==> src/rtl/snake_pkg.sv <==
// Shared food-placement constants: play grid, field bounds, coordinate widths, reset food position, FSM encoding.
package snake_pkg;
    localparam int XW         = 10;
    localparam int YW         = 9;
    localparam int GRID       = 20;
    localparam int X_MIN      = 20;
    localparam int X_MAX      = 600;
    localparam int Y_MIN      = 20;
    localparam int Y_MAX      = 440;
    localparam int MAX_LEN    = 64;
    localparam int MAX_RETRY  = 15;
    localparam int FOOD_X_RST = 300;
    localparam int FOOD_Y_RST = 200;

    typedef enum logic [1:0] {
        IDLE,
        SAMPLE,
        SCAN,
        DONE
    } state_t;
endpackage

==> src/rtl/grid_snap.sv <==
// Combinational floor-to-GRID then clamp to [LO, HI]; zero latency, no flow control.
module grid_snap #(
    parameter int W    = 10,
    parameter int GRID = 20,
    parameter int LO   = 20,
    parameter int HI   = 600
) (
    input  logic [W-1:0] raw,
    output logic [W-1:0] snapped
);
    logic [W-1:0] floored;

    always_comb begin
        floored = raw - W'(raw % W'(GRID));
        snapped = floored;
        if (floored < W'(LO)) begin
            snapped = W'(LO);
        end else if (floored > W'(HI)) begin
            snapped = W'(HI);
        end
    end
endmodule

==> src/rtl/food_placer.sv <==
// Samples a snapped random candidate and scans the snake body RAM until a free cell is found; L+4 edges per clean try.
// No queueing: place_req while busy is dropped; gives up with sticky place_fail after MAX_RETRY colliding tries.
module food_placer
    import snake_pkg::*;
(
    input  logic          clk,
    input  logic          rst_n,
    input  logic [XW-1:0] rand_x,
    input  logic [YW-1:0] rand_y,
    input  logic          place_req,
    input  logic [6:0]    snake_len,
    output logic [5:0]    seg_idx,
    input  logic [XW-1:0] seg_x,
    input  logic [YW-1:0] seg_y,
    output logic [XW-1:0] food_x,
    output logic [YW-1:0] food_y,
    output logic          food_valid,
    output logic          busy,
    output logic          place_fail
);
    state_t        state;
    logic [XW-1:0] snap_x, cand_x;
    logic [YW-1:0] snap_y, cand_y;
    logic [6:0]    len;
    logic [3:0]    attempt;
    logic          iss;      // a RAM read is being issued this cycle
    logic          rd_vld;   // seg_x/seg_y carry an issued read this cycle
    logic          rd_last;  // that read was segment len-1
    logic          last_iss;
    logic          hit;

    grid_snap #(.W(XW), .GRID(GRID), .LO(X_MIN), .HI(X_MAX)) u_snap_x (
        .raw     (rand_x),
        .snapped (snap_x)
    );

    grid_snap #(.W(YW), .GRID(GRID), .LO(Y_MIN), .HI(Y_MAX)) u_snap_y (
        .raw     (rand_y),
        .snapped (snap_y)
    );

    assign last_iss = ({1'b0, seg_idx} == (len - 7'd1));
    assign hit      = rd_vld && (seg_x == cand_x) && (seg_y == cand_y);

    always_ff @(posedge clk or negedge rst_n) begin
        if (!rst_n) begin
            state      <= IDLE;
            food_x     <= XW'(FOOD_X_RST);
            food_y     <= YW'(FOOD_Y_RST);
            food_valid <= 1'b0;
            busy       <= 1'b0;
            place_fail <= 1'b0;
            seg_idx    <= '0;
            cand_x     <= '0;
            cand_y     <= '0;
            len        <= '0;
            attempt    <= '0;
            iss        <= 1'b0;
            rd_vld     <= 1'b0;
            rd_last    <= 1'b0;
        end else begin
            case (state)
                IDLE: begin
                    if (place_req) begin
                        state      <= SAMPLE;
                        busy       <= 1'b1;
                        food_valid <= 1'b0;
                        place_fail <= 1'b0;
                        attempt    <= '0;
                        seg_idx    <= '0;
                    end
                end
                SAMPLE: begin
                    cand_x  <= snap_x;
                    cand_y  <= snap_y;
                    len     <= (snake_len > 7'(MAX_LEN)) ? 7'(MAX_LEN) : snake_len;
                    attempt <= attempt + 4'd1;
                    seg_idx <= '0;
                    rd_vld  <= 1'b0;
                    rd_last <= 1'b0;
                    iss     <= (snake_len != 7'd0);
                    state   <= (snake_len == 7'd0) ? DONE : SCAN;
                end
                SCAN: begin
                    rd_vld  <= iss;
                    rd_last <= last_iss;
                    if (iss) begin
                        if (last_iss) iss <= 1'b0;
                        else          seg_idx <= seg_idx + 6'd1;
                    end
                    // A hit drops any read still in flight and restarts from segment 0.
                    if (hit) begin
                        iss     <= 1'b0;
                        rd_vld  <= 1'b0;
                        seg_idx <= '0;
                        if (attempt == 4'(MAX_RETRY)) begin
                            state      <= IDLE;
                            busy       <= 1'b0;
                            place_fail <= 1'b1;
                        end else begin
                            state <= SAMPLE;
                        end
                    end else if (rd_vld && rd_last) begin
                        state <= DONE;
                    end
                end
                DONE: begin
                    food_x     <= cand_x;
                    food_y     <= cand_y;
                    food_valid <= 1'b1;
                    busy       <= 1'b0;
                    iss        <= 1'b0;
                    state      <= IDLE;
                end
                default: state <= IDLE;
            endcase
        end
    end
endmodule

==> config.mk <==
export PLATFORM = sky130hd
export DESIGN_NAME = food_placer
export DESIGN_NICKNAME = d
export VERILOG_FILES = /design/src/rtl/snake_pkg.sv /design/src/rtl/grid_snap.sv /design/src/rtl/food_placer.sv
export SDC_FILE = /design/constraint.sdc
export NUM_CORES = 1
export LEC_CHECK = 0
export BUFFER_PORTS_ARGS = -buffer_cell sky130_fd_sc_hd__clkbuf_2
export CAP_MARGIN = 5
export CORE_ASPECT_RATIO = 0.8
export CORE_MARGIN = 5
export CORE_UTILIZATION = 40
export DETAILED_ROUTE_END_ITERATION = 10
export GPL_TIMING_DRIVEN = 0
export PLACE_DENSITY = 0.66
export SLEW_MARGIN = 10
export SYNTH_ARGS = -nofsm -noshare
export SYNTH_HDL_FRONTEND = slang
export SYNTH_HIERARCHICAL = 1
export SYNTH_SLANG_ARGS = --single-unit
==> constraint.sdc <==
create_clock -name clk -period 4.45 [get_ports clk]
set_input_delay 0 -clock clk [delete_from_list [all_inputs] [get_ports clk]]
set_output_delay 0 -clock clk [all_outputs]
set_load 0.02 [all_outputs]
==> run metrics <==
CP Data Required Time 4660 ps; leading area contributor after synthesis dfrtp_1; R2R depth 7; First DRT Iteration DRCs 328; flop and latch count out of synthesis 63; post-synthesis cell count 593; wire length on met3 597 µm; largest net degree at the start of global routing 47; IO Count 76; mean routed wirelength per cell 15.4 µm; Port Buffers 71; Core Box Area 13000 µm²; Worst EP arrival 4130 ps; gr usage total 0.171; post-route cell area 6420 µm²; Pre-antenna DRT Iters 5; Synth-to-Final Area Change 20.0%; remaining antenna violation count after routing 0; ranking of synthesized cells by area dfrtp_1 (26%), mux2_2 (8.8%), ha_1 (5.6%), xor2_1 (4.4%), dfstp_2 (3.4%); fmax 0.255 GHz; TNS Setup 0 ps; clock root buffer master clkbuf_16; RSZ-0062 raised after global routing false; reg-to-reg slack, setup 1730 ps; overall routed net length 13500 µm; initial antenna violation count 0; Final Cycle Share 0.881; global route total overflow 0; final slew viol count 0; Async S/R FF share, synth 1.00; critical path startpoint category input pin; H-tree depth 3; compound-gate portion of the synthesized area 0.235; reg2reg start state[1]; count leader, synth dfrtp_1; Worst Skew 4.18 ps; top layer reached by signal wires met4; Top FF cell, synth dfrtp_1; Vias 4841; clock tree buffer depth 2; ant diodes 0; TritonCTS Sinks 63; Period minus WS final 3920 ps; Slew headroom 0.414; layout cells sized above 1 0.255; cts repair resizes 0; worst min-delay path class in -> reg; XOR/XNOR Fraction of Synth Area 0.0704; number of flops mapped to enable cells by yosys 0; hold slack final 41.5 ps; maximum vdd drop 353 µV; Synth Area in Adders 0.0582; MaxCap Viol Count 0; drt via density 5.53; setup bufs post-CTS 0; simple-gate share of the synthesized area 0.194; Filler Cell Count 1229; detailed placement HPWL 10400 µm; Critical Path Fanout Max 10; vias in the first global route 4609; Die ar. 15800 µm²; synthesized cell area 5350 µm²; status finished clean; reg2reg end len[5]; clk_lat worst skew 330 ps; Yosys top cell area share 0.262; Worst-Margin Slew 872 ps; CTS tree built; chip height 113 µm; Num CTS Buffers 9; CTS clk-pin slew, worst paths 50 ps; final hold viol count 0; nets 768; starting density of the core 0.411; commonest cells in the netlist dfrtp_1 (56), mux2_2 (42), nor2_1 (42); Power Dens Cells 540 nW/µm²; Avg Cell Area, Syn 9.03 µm²; Chip Width 139 µm; Syn. warnings 6; sequential element share of the synthesized area 0.296; mux cell area share after synthesis 0.0940; number of core rows 37; type of the worst setup path in -> reg; gpl congestion 0.830; worst min-delay path startpoint snake_len[6]; Hold Path Sink len[6]; DP Area 5980 µm²; metal2 WL 6060 µm; met1 WL 6710 µm; global-route wire length before repair 22700 µm; Leak Pwr 0.00280 µW; # DRC 0; hold path cells 2; distinct cell type count after synthesis 94; CP Capture Type flip-flop; largest family of logic cells by synthesized area compound AO/OA/AOI/OAI gates; Power Total 3470 µW; final setup fails 0
[cell usage in the layout (no fill, tap or decap), types with 8 or more instances in the layout]
cell,count
nor2_1,42
inv_1,28
ha_1,24
nand2b_1,8
clkbuf_1,13
o22ai_1,8
xor2_1,27
clkbuf_2,70
nor4_1,9
nor2b_1,10
dlygate4sd3_1,13
dfrtp_1,56
a211oi_1,8
nor3_1,12
clkbuf_16,9
a211o_1,8
o21ai_1,8
a21oi_1,27
nand3_1,15
mux2_2,42
xnor2_1,16
o211ai_1,10
nand3b_1,8
o21ai_0,19
conb_1,11
nand2_1,40
[cell type report]
class                           instances  area [µm²]  share of cell area
Multi-Input combinational cell        478        3530               0.549
Clock buffer                           13         270              0.0421
Buffer                                 31         159              0.0247
Sequential cell                        63        1590               0.247
Inverter                               28         105              0.0164
Timing Repair Buffer                   85         515              0.0802
Tap cell                              175         219              0.0341
Clock inverter                          3        40.0             0.00623
[logic make-up (layout without fill, tap and decap cells)]
kind of cell               Yosys count  count (layout)
AOI/OAI and AO/OA                  166             166
adders and majority gates           25              25
buffers and inverters               59             160
muxes                               45              45
DFF                                 63              63
other                                4              11
xor gates and xnor gates            43              43
and+or+nand+nor                    188             188
[per-stage QoR]
step,setup slack (ps),util,cells
after detailed placement,234,0.460,847
after CTS,577,0.494,876
final,530,0.494,876
after global routing,153,0.494,876
after global placement,348,0.458,846
after floorplan,917,-,600
[flip-flops by register name, summed over array words and instances, names as in the netlist]
signal,flops
iss,1
food_x,10
food_y,9
cand_x,10
place_fail,1
rd_vld,1
seg_idx,6
attempt,4
food_valid,1
busy,1
rd_last,1
len,7
state,2
cand_y,9
[routing by layer]
layer	vias to the layer above	GRT usage
li1	2400	-
met1	2310	0.242
met2	117	0.272
met3	14	0.0356
met4	0	0.0319
met5	-	0
[timing repair]
item / CTS / global route
endpoints found under the hold margin: 64 / 0
hold buffers: 13 / 0
endpoints found under the setup margin: 0 / 0
[where the power goes]
part | total [µW] | switching (µW) | leakage [µW] | internal (µW)
Clock | 715 | 238 | 0.000156 | 477
Sequential | 1070 | 229 | 0.000762 | 836
Combinational | 1690 | 925 | 0.00188 | 763
[critical path: stages]
cell,delay (ps)
clkbuf_2,200
nor3b_2,400
nor2b_1,130
a221o_2,420
nor2_1,320
o21ai_0,130
a41oi_1,320
ha_1,330
xor2_1,300
o21ai_0,240
a211o_1,360
nand3b_1,110
xnor2_1,200
inv_1,170
o211a_1,250
mux2_2,250
[worst max-delay path by stage]
stage                         start  slack [ps]        end
after global routing      rand_x[7]         150  cand_x[3]
after global placement    rand_x[8]         350  cand_x[3]
final                     rand_x[7]         530  cand_x[3]
after CTS                 rand_x[7]         580  cand_x[3]
after floorplan           rand_x[9]         920  cand_x[3]
after detailed placement  rand_x[7]         230  cand_x[3]
Power figures use the tool's default switching activity.
